**config.mk**
```make
export PLATFORM = sky130hd
export DESIGN_NAME = timer_capture_compare
export DESIGN_NICKNAME = d
export VERILOG_FILES = /design/src/rtl/timer_pkg.sv /design/src/rtl/capture_edge_sync.sv /design/src/rtl/timer_capture_compare.sv
export SDC_FILE = /design/constraint.sdc
export NUM_CORES = 1
export LEC_CHECK = 0
export CORE_MARGIN = 2
export CORE_UTILIZATION = 55
export DETAILED_ROUTE_END_ITERATION = 16
export PLACE_DENSITY = 0.95
export SLEW_MARGIN = 10
export SYNTH_ARGS = -nofsm -noshare
export SYNTH_HDL_FRONTEND = slang
export SYNTH_SLANG_ARGS = --single-unit
```
**constraint.sdc**
```tcl
create_clock -name CLOCK -period 4.05 [get_ports CLOCK]
set_input_delay 0.6075 -clock CLOCK [delete_from_list [all_inputs] [get_ports CLOCK]]
set_output_delay 0.6075 -clock CLOCK [all_outputs]
set_load 0.05 [all_outputs]
```
**src/rtl/timer_pkg.sv**
```systemverilog
// timer_pkg: shared encodings for the timer capture/compare block.
//   edge_sel_e  - capture edge select (off / rising / falling / both)
//   cmp_state_e - output-compare FSM states
package timer_pkg;

  typedef enum logic [1:0] {
    EDGE_OFF  = 2'b00,
    EDGE_RISE = 2'b01,
    EDGE_FALL = 2'b10,
    EDGE_BOTH = 2'b11
  } edge_sel_e;

  typedef enum logic {
    CMP_IDLE  = 1'b0,
    CMP_ARMED = 1'b1
  } cmp_state_e;

endpackage

```
**src/rtl/capture_edge_sync.sv**
```systemverilog
// capture_edge_sync: brings the asynchronous capture input into the clock
// domain and decodes the selected edge(s) into a one-cycle event.
// Ports:
//   clk_i, rst_i  - clock, asynchronous active-high reset
//   cap_i         - raw asynchronous event input
//   edge_sel_i    - 00 off, 01 rising, 10 falling, 11 both
//   event_o       - one-cycle pulse per selected edge
module capture_edge_sync
  import timer_pkg::*;
(
  input  logic       clk_i,
  input  logic       rst_i,
  input  logic       cap_i,
  input  logic [1:0] edge_sel_i,
  output logic       event_o
);

  logic s1_q, s2_q, s3_q;
  logic event_q, event_d;
  logic rise, fall, rise_en, fall_en;

  assign rise    = s2_q & ~s3_q;
  assign fall    = ~s2_q & s3_q;
  assign rise_en = (edge_sel_i == EDGE_RISE) || (edge_sel_i == EDGE_BOTH);
  assign fall_en = (edge_sel_i == EDGE_FALL) || (edge_sel_i == EDGE_BOTH);

  always_comb begin
    event_d = (rise & rise_en) | (fall & fall_en);
  end

  // The decoded edge is registered so an input change becomes a visible
  // event on the 3rd clock edge after it occurs.
  always_ff @(posedge clk_i or posedge rst_i) begin
    if (rst_i) begin
      s1_q    <= 1'b0;
      s2_q    <= 1'b0;
      s3_q    <= 1'b0;
      event_q <= 1'b0;
    end else begin
      s1_q    <= cap_i;
      s2_q    <= s1_q;
      s3_q    <= s2_q;
      event_q <= event_d;
    end
  end

  assign event_o = event_q;

endmodule

```
**src/rtl/timer_capture_compare.sv**
```systemverilog
// timer_capture_compare: input capture and output compare on the free-running
// timer count bus.
// Ports:
//   CLOCK, RESET             - clock, asynchronous active-high reset
//   COUNT                    - current timer value
//   CAP_IN, EDGE_SEL         - async event input and edge select
//   CAP_ACK, OVR_CLR         - capture acknowledge, overrun clear
//   CMP_WR, CMP_STOP         - load+arm compare, disarm compare
//   CMP_VALUE, CMP_PERIOD    - first match value, periodic increment
//   CMP_PERIODIC             - 1 periodic, 0 one-shot
//   CAP_DATA/VALID/OVERRUN   - capture result, valid flag, sticky overrun
//   CMP_MATCH, CMP_ARMED     - one-cycle match pulse, armed status
module timer_capture_compare #(
  parameter int unsigned DATA_WIDTH = 16
) (
  input  logic                  CLOCK,
  input  logic                  RESET,
  input  logic [DATA_WIDTH-1:0] COUNT,
  input  logic                  CAP_IN,
  input  logic [1:0]            EDGE_SEL,
  input  logic                  CAP_ACK,
  input  logic                  OVR_CLR,
  input  logic                  CMP_WR,
  input  logic                  CMP_STOP,
  input  logic [DATA_WIDTH-1:0] CMP_VALUE,
  input  logic [DATA_WIDTH-1:0] CMP_PERIOD,
  input  logic                  CMP_PERIODIC,
  output logic [DATA_WIDTH-1:0] CAP_DATA,
  output logic                  CAP_VALID,
  output logic                  CAP_OVERRUN,
  output logic                  CMP_MATCH,
  output logic                  CMP_ARMED
);
  import timer_pkg::*;

  logic cap_event;

  capture_edge_sync u_sync (
    .clk_i      (CLOCK),
    .rst_i      (RESET),
    .cap_i      (CAP_IN),
    .edge_sel_i (EDGE_SEL),
    .event_o    (cap_event)
  );

  // Capture path
  logic [DATA_WIDTH-1:0] cap_data_q, cap_data_d;
  logic                  cap_valid_q, cap_valid_d;
  logic                  cap_ovr_q, cap_ovr_d;

  always_comb begin
    cap_data_d  = cap_data_q;
    cap_valid_d = cap_valid_q;
    cap_ovr_d   = cap_ovr_q & ~OVR_CLR;
    if (cap_event) begin
      // An ack in the same cycle frees the slot, so the new stamp replaces it.
      if (!cap_valid_q || CAP_ACK) begin
        cap_data_d = COUNT;
      end else begin
        cap_ovr_d = 1'b1;
      end
      cap_valid_d = 1'b1;
    end else if (CAP_ACK) begin
      cap_valid_d = 1'b0;
    end
  end

  // Compare path
  cmp_state_e            state_q, state_d;
  logic [DATA_WIDTH-1:0] count_q;
  logic [DATA_WIDTH-1:0] cmp_reg_q, cmp_reg_d;
  logic [DATA_WIDTH-1:0] per_reg_q, per_reg_d;
  logic                  periodic_q, periodic_d;
  logic                  match_q, match_d;
  logic                  hit;

  // Only the cycle the count arrives at the value counts as a hit.
  assign hit = (COUNT == cmp_reg_q) && (COUNT != count_q);

  always_comb begin
    state_d    = state_q;
    cmp_reg_d  = cmp_reg_q;
    per_reg_d  = per_reg_q;
    periodic_d = periodic_q;
    match_d    = 1'b0;
    if (CMP_STOP) begin
      state_d = timer_pkg::CMP_IDLE;
    end else if (CMP_WR) begin
      state_d    = timer_pkg::CMP_ARMED;
      cmp_reg_d  = CMP_VALUE;
      per_reg_d  = CMP_PERIOD;
      periodic_d = CMP_PERIODIC;
    end else if (state_q == timer_pkg::CMP_ARMED && hit) begin
      match_d = 1'b1;
      if (periodic_q && (per_reg_q != '0)) begin
        cmp_reg_d = cmp_reg_q + per_reg_q;
      end else begin
        state_d = timer_pkg::CMP_IDLE;
      end
    end
  end

  always_ff @(posedge CLOCK or posedge RESET) begin
    if (RESET) begin
      cap_data_q  <= '0;
      cap_valid_q <= 1'b0;
      cap_ovr_q   <= 1'b0;
      state_q     <= timer_pkg::CMP_IDLE;
      count_q     <= '0;
      cmp_reg_q   <= '0;
      per_reg_q   <= '0;
      periodic_q  <= 1'b0;
      match_q     <= 1'b0;
    end else begin
      cap_data_q  <= cap_data_d;
      cap_valid_q <= cap_valid_d;
      cap_ovr_q   <= cap_ovr_d;
      state_q     <= state_d;
      count_q     <= COUNT;
      cmp_reg_q   <= cmp_reg_d;
      per_reg_q   <= per_reg_d;
      periodic_q  <= periodic_d;
      match_q     <= match_d;
    end
  end

  assign CAP_DATA    = cap_data_q;
  assign CAP_VALID   = cap_valid_q;
  assign CAP_OVERRUN = cap_ovr_q;
  assign CMP_MATCH   = match_q;
  assign CMP_ARMED   = (state_q == timer_pkg::CMP_ARMED);

endmodule

```
* Yosys cells after proc, flatten, opt, wreduce, memory -nomap -nowiden *
Cells that the tools add are included.

storage, ports and cells
  register bits after elaboration = 73
  output and inout port bits = 20
  bits of input ports = 58

cells by class
  add/subtract/negate cells = 1
  reduce and logical (&&, ||, !) cells = 16
  multiplexer cells = 14
  bitwise logic cells = 10
  eq/ne operators = 6

operators by type and width
  operator                                       number
  two-way mux 16 bit                             3
  adder 16 bit                                   1
  == test 16 bit                                 1
  inequality test 16 bit                         1
  nonzero test 16 bit                            1
  two-way mux 1 bit                              11
  AND reduction 2 bit                            3
  nonzero test 2 bit                             3
  bitwise AND 1 bit                              5
  == test 2 bit, second input constant           2
  inverter 1 bit                                 4
  logical AND 1 bit                              3
  logical OR 1 bit                               3
  inequality test 3 bit, second input constant   1
  AND reduction 3 bit                            1
  nonzero test 3 bit                             1
  == test 2 x 1 -> 1 bit, second input constant  1
  zero test 1 bit                                1
  bitwise OR 1 bit                               1

* Logic depth before layout (Yosys ltp) *
Gate-level depths: netlist (run 1).

  word-level depth = 6
  depth in mapped cells = 8
  depth with buffers taken out = 8

* Cells and area by module *
Synthesis (run 1) repeated with hierarchy kept, for this count alone.

unflattened totals
  cell total of the unflattened synthesis = 312
  area, all modules = 3692.3 sq um

by module, submodules not included
  module                 area each (sq um)  times used  cells an instance
  timer_capture_compare  3568.4             1           304
  capture_edge_sync      123.9              1           8

* Worst setup path before layout (run 1) *
Ideal clock, no wire load.

  path type = register to register
  start point = register cmp_reg_q[0]
  end point = register cmp_reg_q[12]
  stages on the path, launching flop included = 9
  arrival = 2.160 ns
  path buffers = 0
  slack = 1.764 ns
  path through = dfrtp_1 ha_1 fa_1 a21o_1 a221oi_2 nand2_1 a221oi_1 xor2_1 o21ai_1

on the way
  cells in the longest elaborated chain, start to end = 5
  elaborated cells between the ends (all ways) = 9
  those cells by class = add/sub (1); eq/ne (1); mux (3); reduce/logical (4)

ends and longest elaborated chain
  what                                                                  line                          source
  from (decl)                                                           timer_capture_compare.sv:71   logic [DATA_WIDTH-1:0] cmp_reg_q, cmp_reg_d;
  from (signal assigned)                                                timer_capture_compare.sv:120  cmp_reg_q <= cmp_reg_d;
  parallel branches: the longest is 5 deep, another holds adder 16 bit  n/a

Parallel ways; which one is timed is not known. The select of a mux whose other input is x is not followed.
A chain may end at the register's enable or synchronous reset.

* Worst setup path in the final report (run 1) *
  start point = input port COUNT[6]
  end point = register cmp_reg_q[9]

on the way
  cells in the longest elaborated chain, start to end = 5
  elaborated cells between the ends (all ways) = 6
  those cells by class = eq/ne (2); reduce/logical (4)

ends and longest elaborated chain
  what                                                      line                         source
  from (decl)                                               timer_capture_compare.sv:18  input logic [DATA_WIDTH-1:0] COUNT,
  == test 16 bit or inequality test 16 bit (tied branches)  timer_capture_compare.sv:78  assign hit = (COUNT == cmp_reg_q) && (COUNT != count_q);
  logical AND 1 bit (*)                                     timer_capture_compare.sv:78
  logical AND 1 bit (*)                                     timer_capture_compare.sv:93  end else if (state_q == timer_pkg::CMP_ARMED && hit) begin
  nonzero test 2 bit (no source line) (*)                   n/a
  AND reduction 3 bit (no source line) (*)                  n/a

Every way passes the cells marked *; elsewhere a longest branch is shown, timed or not.

==> impl_metrics.ini, run 1 <==
[floorplan]
start_util = 0.568
rows = 30
fp.dieH_um = 87.7
dieArea_mm2 = 0.00770
die_x_um = 87.7
ios = 78
core_area_mm2 = 0.00679

[sta]
slew_viol_final = 0
min_period_ps = 2940
rsz0062_at_grt = false
setup_viol = 0
holdWs_ps = 375
min_period_over_period = 0.725
slew_headroom = 0.383
finalHoldViolations = 0
fin_tns_setup_ps = 0
tightest_slew_ps = 925
clock_skew_ps = 10.9
timing.fmax_mhz = 341

[hold_path]
hp-class = reg -> reg

[cells_and_area]
diodes = 0
nets = 519
area_delta_synth_final_pct = 27.2
drive_gt1_frac = 0.0958
fillers = 472
layoutNonFillerInstCount = 545

[place]
place_inst = 530
portBuffers = 77
place.gp.congestion = 0.835
place_hpwl_um = 7590

[cts]
holdBufCountCts = 0
cts_tree = built
clk_latency_ps = 360
cts_resized = 0
cts_max_level = 3
post_cts_buffers = 0
clk_path_buf_depth = 2
clkSinkCount = 73
numCtsBuffers = 9
clk_pin_slew_ps = 80
clock-root-buffer = clkbuf_8

[detailed_routing]
drtIter0Drc = 293
routed_via_density = 6.00
dr.pass1.iters = 5
dr_total_vias = 3268
ant_nets = 0
wl_um = 10900
avgRoutedWirePerCell_um = 20.1
remaining_drc_errors = 0

[critical_path]
path_max_fanout = 9
critPathLaunchType = input pin
crit_required_ps = 4280
crit_type = in -> reg
worstPathArrival_ps = 3170
crit_path_end_kind = flip-flop

[power]
p_per_area_mw_per_mm2 = 476
p_leak_nw = 2.15
peakVddDrop_mv = 0.207

[synthesis]
synth-seq-cells = 73
synth.top_cell.area_share = 0.474
ys_warn_count = 0
yosysMostFrequentCell = dfrtp_1
synth_seq_area_share = 0.474
async_flop_share = 1.00
synth_nets = 441
synth_area_leader_cell = dfrtp_1
synth_edf_count = 0
synth_cells = 367
ys.flop_type = dfrtp_1
ys_top_cells_by_area = dfrtp_1 47%, nand2_1 6.0%, xnor2_1 5.7%
synth_area_per_cell_um2 = 10.5
ys_types = 52
synth.top_cells.by_count = 73 x dfrtp_1, 62 x nand2_1, 25 x xnor2_1
synth_area_mm2 = 0.00386

[global_route]
first_global_vias = 3415
grt_max_degree = 74
grt_first_pass_wirelength_um = 17500
grt_overflow = 0
antenna_found_initial = 0
grt_use_total = 0.302

[status]
status = completed

[run]
drv_cap = 0
==> flip-flops by register name, indices dropped and copies added, names as in the netlist, 16 cells and up <==
name and cells:
CAP_DATA 16, cmp_reg_q 16, count_q 16, per_reg_q 16
==> through the flow <==
| stage | setup WS [ps] | util | cell area [µm²] | total power, mW |
|---|---|---|---|---|
| 2_1_floorplan | 1590 | - | 3860 | 1.47 |
| 3_3_place_gp | 1140 | 0.694 | 4710 | 1.70 |
| 3_5_place_dp | 962 | 0.694 | 4710 | 1.74 |
| 4_1_cts | 1190 | 0.722 | 4910 | 2.33 |
| 5_1_grt | 1040 | 0.722 | 4910 | 2.46 |
| 6_report | 1110 | 0.722 | 4910 | 2.34 |
==> cell type report <==
| class | instances | area (µm²) | share of cell area |
|---|---|---|---|
| Timing Repair Buffer | 79 | 786 | 0.160 |
| Tap cell | 96 | 120 | 0.0245 |
| Inverter | 10 | 37.5 | 0.00765 |
| Multi-Input combinational cell | 272 | 1940 | 0.396 |
| Clock buffer | 9 | 124 | 0.0252 |
| Clock inverter | 6 | 70.1 | 0.0143 |
| Sequential cell | 73 | 1830 | 0.372 |
==> cells by family after synthesis <==
family                     after synthesis  synth area share
muxes                                   25            0.0704
xor gates and xnor gates                46             0.104
adders and majority gates               16            0.0538
buffers and inverters                   22            0.0230
DFF                                     73             0.474
AOI/OAI and AO/OA                       85             0.145
and+or+nand+nor                        100             0.130
==> per-layer routing <==
metal / wire, µm / track usage / vias to the layer above
met3: 890 / 0.0773 / 60
met2: 5450 / 0.521 / 203
met4: 544 / 0.158 / 0
met1: 4060 / 0.345 / 1531
met5: 0 / 0 / -
li1: - / - / 1474
==> layout by cell type (no fill, tap or decap), types with 3 or more instances in the layout <==
cell type        instances
clkbuf_8                 9
clkdlybuf4s50_1         77
nor2_1                   4
inv_1                    7
nand4_1                  6
a21oi_1                 22
a31oi_1                  7
nor3_1                   4
ha_1                    15
and3_1                   3
mux2i_1                  8
o21ai_1                  7
a21o_1                   5
nand2_1                 62
a41oi_1                  3
dfrtp_1                 73
xor2_1                  21
nand3_1                  3
a22o_1                   7
clkinvlp_4               3
xnor2_1                 25
o21ai_0                  8
o22ai_1                  9
mux2_2                  17
nor4_1                   5
o21bai_1                 3
==> worst max-delay path: stages <==
cell             delay [ps]
clkdlybuf4s50_1         540
xor2_1                  240
nor4_2                  400
and3_1                  280
nand4b_1                530
a21oi_1                 440
o221ai_2                130
==> final timing paths <==
path	startpoint	to	slack, ps	cells past startpoint
worst max-delay path	COUNT[6]	cmp_reg_q[9]$_DFFE_PP0P_	1110	7
worst min-delay path	u_sync.s1_q$_DFF_PP0_	u_sync.s2_q$_DFF_PP0_	380	0
worst max register to register	cmp_reg_q[0]$_DFFE_PP0P_	cmp_reg_q[12]$_DFFE_PP0P_	1390	8
worst min register to register	u_sync.s1_q$_DFF_PP0_	u_sync.s2_q$_DFF_PP0_	380	0
max in group asynchronous	RESET	CAP_DATA[5]$_DFFE_PP0P_	2580	3
min in group asynchronous	RESET	u_sync.event_o$_DFF_PP0_	850	3
==> where the power goes <==
part / internal [mW] / switching, mW / total (mW)
registers: 0.823 / 0.0921 / 0.915
logic: 0.350 / 0.487 / 0.837
clock network: 0.283 / 0.301 / 0.585
total: 1.46 / 0.881 / 2.34
(Power assumes the default switching activity.)
==> inputs of run 2 (changes only) <==
--- a/config.mk
+++ b/config.mk
@@ -6,9 +6,9 @@
 export NUM_CORES = 1
 export LEC_CHECK = 0
 export CORE_MARGIN = 2
-export CORE_UTILIZATION = 55
+export CORE_UTILIZATION = 47
 export DETAILED_ROUTE_END_ITERATION = 16
-export PLACE_DENSITY = 0.95
+export PLACE_DENSITY = 0.89
 export SLEW_MARGIN = 10
 export SYNTH_ARGS = -nofsm -noshare
 export SYNTH_HDL_FRONTEND = slang
==> constraint.sdc (replaced) <==
create_clock -name CLOCK -period 2.7 [get_ports CLOCK]
set_input_delay 0.405 -clock CLOCK [delete_from_list [all_inputs] [get_ports CLOCK]]
set_output_delay 0.405 -clock CLOCK [all_outputs]
set_load 0.05 [all_outputs]
==> run 2 against run 1 <==
Net effect:
- largest power group unchanged
- first-iteration DRC count is 39% lower
- count of clock-buffer cells in the layout is 1 higher
- via count is 5.7% lower
- sequential cell count stayed put
- register-to-register slack worse by 1200 ps
- critical path type is now reg -> reg
- critical path depth is 1 higher
==> impl_metrics.ini, run 2 (synthesis gave the netlist of run 1 again) <==
[run]
drv_cap = 0

[cts]
post_cts_buffers = 0
clock-root-buffer = clkbuf_8
cts_tree = built
numCtsBuffers = 9
clk_pin_slew_ps = 90
clkSinkCount = 73
clk_path_buf_depth = 2
clk_latency_ps = 340
cts_resized = 0
cts_max_level = 3
holdBufCountCts = 0

[power]
peakVddDrop_mv = 0.270
p_leak_nw = 2.19
p_per_area_mw_per_mm2 = 692

[sta]
clock_skew_ps = 12.0
fin_tns_setup_ps = 0
setup_viol = 0
slew_viol_final = 0
min_period_ps = 2490
slew_headroom = 0.542
rsz0062_at_grt = false
timing.fmax_mhz = 401
holdWs_ps = 355
tightest_slew_ps = 686
min_period_over_period = 0.923
finalHoldViolations = 0

[detailed_routing]
drtIter0Drc = 180
remaining_drc_errors = 0
dr.pass1.iters = 4
wl_um = 8970
ant_nets = 0
avgRoutedWirePerCell_um = 16.0
routed_via_density = 5.49
dr_total_vias = 3081

[global_route]
antenna_found_initial = 0
grt_overflow = 0
met3_usage = 0.0431
grt_use_total = 0.209
busiest_layer = met2
use_met2 = 0.361
grt_max_degree = 74
met1_usage = 0.258
first_global_vias = 3132
grt_first_pass_wirelength_um = 14300

[cells_and_area]
regArea_mm2 = 0.00183
finish.utilization = 0.615
nets = 525
area_delta_synth_final_pct = 29.0
diodes = 0
multi_input_area_mm2 = 0.00194
fillers = 704
final_common_cell = clkdlybuf4s50_1
final_cell_mix = 77 x clkdlybuf4s50_1, 73 x dfrtp_1, 62 x nand2_1
drive_gt1_frac = 0.107

[floorplan]
fp.dieH_um = 94.6
die_x_um = 94.6
rows = 33
ios = 78
core_area_mm2 = 0.00809
dieArea_mm2 = 0.00895
start_util = 0.477

[critical_path]
worst_r2r_endpoint = cmp_reg_q[12]$_DFFE_PP0P_
rr_startpoint = cmp_reg_q[0]$_DFFE_PP0P_
r2r_cells = 8
critPathLaunchType = flip-flop
critPathCapture = cmp_reg_q[12]$_DFFE_PP0P_
r2r_slack_ps = 210
startpoint = cmp_reg_q[0]$_DFFE_PP0P_
path_max_fanout = 4
crit_path_end_kind = flip-flop
worstPathArrival_ps = 2720
crit_type = reg -> reg
crit_required_ps = 2920

[place]
portBuffers = 77
place.gp.congestion = 0.851
place_hpwl_um = 6830

[status]
status = completed

[hold_path]
hp-class = reg -> reg
-- run 2: final cells by class --
type	instances	area share
Clock inverter	6	0.0136
Tap cell	105	0.0264
Multi-Input combinational cell	272	0.390
Inverter	10	0.00754
Timing Repair Buffer	85	0.169
Clock buffer	10	0.0256
Sequential cell	73	0.367
-- run 2: through the flow --
step	instance area, µm²	worst slack (ps)	cells	total power, mW
floorplan	3860	414	367	2.20
global placement	4780	279	545	2.57
detailed placement	4780	137	545	2.61
CTS	4980	229	561	3.45
global route	4980	75.1	561	3.62
finish	4980	209	561	3.44
-- run 2: how the worst min path moves through the flow --
stage / from / to / slack (ps) / depth (start not counted)
6_report: u_sync.s1_q$_DFF_PP0_ / u_sync.s2_q$_DFF_PP0_ / 360 / 0
5_1_grt: u_sync.s1_q$_DFF_PP0_ / u_sync.s2_q$_DFF_PP0_ / 370 / 0
4_1_cts: u_sync.s1_q$_DFF_PP0_ / u_sync.s2_q$_DFF_PP0_ / 360 / 0
3_5_place_dp: u_sync.s1_q$_DFF_PP0_ / u_sync.s2_q$_DFF_PP0_ / 340 / 0
3_3_place_gp: u_sync.s1_q$_DFF_PP0_ / u_sync.s2_q$_DFF_PP0_ / 340 / 0
2_1_floorplan: u_sync.s1_q$_DFF_PP0_ / u_sync.s2_q$_DFF_PP0_ / 330 / 0
-- run 2: routing by layer --
metal,share of wire,vias up,wire length [µm]
met5,0,-,0
met4,0.024,0,216
met3,0.051,17,460
met2,0.50,96,4450
met1,0.43,1475,3850
li1,-,1493,-
-- run 2: report_power, final --
group	total (mW)	switching (mW)	internal, mW
registers	1.36	0.126	1.23
clock network	0.852	0.422	0.430
logic	1.23	0.695	0.533
total	3.44	1.24	2.20
-- run 2: worst max-delay path: stages (launching register included) --
cell and delay [ps]:
dfrtp_1 440, ha_1 250, fa_1 410, a21o_1 230, a221oi_2 260, nand2_1 130, a221oi_1 370, xor2_1 210
o21ai_1 80
==> inputs of run 3 (changes only) <==
--- a/config.mk
+++ b/config.mk
@@ -5,8 +5,8 @@
 export SDC_FILE = /design/constraint.sdc
 export NUM_CORES = 1
 export LEC_CHECK = 0
-export CORE_MARGIN = 2
-export CORE_UTILIZATION = 47
+export ABC_AREA = 1
+export CORE_UTILIZATION = 48
 export DETAILED_ROUTE_END_ITERATION = 16
 export PLACE_DENSITY = 0.89
 export SLEW_MARGIN = 10
==> run 3 against run 2 <==
Net effect:
- worst hold slack worse by 62 ps
- non-clock buffer count shrank 4
- count of clock-buffer cells in the layout did not move
- combinational power up 27%
- fmax up 13%
==> impl_metrics.ini, run 3 <==
[sta]
setup_viol = 0
holdWs_ps = 293
min_period_over_period = 0.817
slew_headroom = 0.438
worst_slack_ps = 493
tightest_slew_ps = 841
rsz0062_at_grt = false
slew_viol_final = 0
fin_tns_setup_ps = 0
finalHoldViolations = 0
clock_skew_ps = 13.8
timing.fmax_mhz = 453
min_period_ps = 2210

[critical_path]
path_max_fanout = 4
crit_path_end_kind = flip-flop
crit_type = reg -> reg
critPathLaunchType = flip-flop
worstPathArrival_ps = 2450
crit_required_ps = 2940

[place]
portBuffers = 77
dp_slack_ps = 358
place.gp.congestion = 0.891
place_hpwl_um = 8750

[detailed_routing]
remaining_drc_errors = 0
ant_nets = 0
avgRoutedWirePerCell_um = 13.4
routed_via_density = 5.08
dr_total_vias = 4086
drtIter0Drc = 186
wl_um = 10800
dr.pass1.iters = 5

[synthesis]
ys_top_cells_by_area = dfrtp_1 42%, nand2_1 21%, inv_1 7.0%
ys_types = 27
synth-seq-cells = 73
ys_warn_count = 0
synth.top_cell.area_share = 0.417
synth.top_cells.by_count = 249 x nand2_1, 82 x inv_1, 73 x dfrtp_1
ys.flop_type = dfrtp_1
synth_area_leader_cell = dfrtp_1
synth_edf_count = 0
synth_cells = 612
async_flop_share = 1.00
synth_seq_area_share = 0.417
synth_nets = 686
synth_area_per_cell_um2 = 7.15
synth_area_mm2 = 0.00438
yosysMostFrequentCell = nand2_1

[cells_and_area]
fillers = 809
final_common_cell = nand2_1
final_cell_mix = 249 x nand2_1, 81 x inv_1, 77 x clkdlybuf4s50_1
drive_gt1_frac = 0.0674
diodes = 0
nets = 766
area_delta_synth_final_pct = 25.7

[cts]
clock-root-buffer = clkbuf_8
cts_resized = 0
clk_pin_slew_ps = 90
post_cts_buffers = 0
holdBufCountCts = 0
cts_tree = built
cts_max_level = 3
clk_latency_ps = 350
clk_path_buf_depth = 2
clkSinkCount = 73
numCtsBuffers = 9

[floorplan]
core_area_mm2 = 0.00876
dieArea_mm2 = 0.00951
ios = 78
die_x_um = 97.5
start_util = 0.500
fp.dieH_um = 97.5
rows = 34

[global_route]
grt_use_total = 0.241
grt_max_degree = 35
first_global_vias = 3984
grt_first_pass_wirelength_um = 18100
grt_overflow = 0
antenna_found_initial = 0

[power]
p_leak_nw = 2.89
peakVddDrop_mv = 0.359
p_per_area_mw_per_mm2 = 727

[status]
status = completed

[hold_path]
hp-class = in -> async

[run]
drv_cap = 0
run 3: report_power, final:
part	internal (mW)	switching, mW
clock	0.561	0.455
sequential	1.26	0.168
combinational	0.616	0.943
total	2.43	1.57
run 3: per-stage QoR:
| stage | area [µm²] | power, mW | std cells | utilization |
|---|---|---|---|---|
| CTS | 5500 | 4.01 | 805 | 0.628 |
| global placement | 5270 | 2.97 | 789 | 0.601 |
| floorplan | 4380 | 2.53 | 612 | - |
| global route | 5500 | 4.30 | 805 | 0.628 |
| detailed placement | 5270 | 3.01 | 789 | 0.601 |
| finish | 5500 | 4.00 | 805 | 0.628 |
run 3: path summary, 6_finish.rpt:
kind                            slack [ps]                     start  depth (start not counted)                       end
worst min-delay path                   290                     RESET                          2   CAP_DATA[4]$_DFFE_PP0P_
worst max-delay path                   490  cmp_reg_q[0]$_DFFE_PP0P_                         11  cmp_reg_q[6]$_DFFE_PP0P_
worst min register to register         360     u_sync.s1_q$_DFF_PP0_                          0     u_sync.s2_q$_DFF_PP0_
worst max register to register         490  cmp_reg_q[0]$_DFFE_PP0P_                         11  cmp_reg_q[6]$_DFFE_PP0P_
max in group asynchronous             1740                     RESET                          3  per_reg_q[7]$_DFFE_PP0P_
min in group CLOCK                     360     u_sync.s1_q$_DFF_PP0_                          0     u_sync.s2_q$_DFF_PP0_
run 3: cells by family (layout without fill, tap and decap cells):
family,Yosys count,count (layout),synth area share
multiplexers,17,17,0.0437
flip-flops,73,73,0.417
AO/OA/AOI/OAI,35,35,0.0403
XOR/XNOR,8,8,0.0160
AND/OR/NAND/NOR,366,366,0.349
adder cells (fa/ha/maj),16,16,0.0474
buffers and inverters,97,182,0.0866
run 3: cell type report:
class                      instances  area (µm²)  area share
clock buffer                      10         138      0.0250
clock inverter                     6        97.6      0.0177
inverter                          85         319      0.0580
multi-input combinational        442        2170       0.395
sequential                        73        1830       0.332
tap                              108         135      0.0246
timing repair buffer              81         813       0.148
run 3: metal layers:
metal	track usage	wire length [µm]	vias up
li1	-	-	2072
met1	0.286	4600	1853
met2	0.430	5330	135
met3	0.0496	595	26
met4	0.0837	288	0
met5	0	0	-
run 3: worst max-delay path, cell delays in order (launching register included):
cell,delay (ps)
dfrtp_1,440
ha_1,300
fa_1,450
nand2_1,90
nand3_1,80
nand3_1,90
nand2_1,120
or2_2,290
nand3_1,80
nand2_1,60
nand2_1,60
nand2_1,50
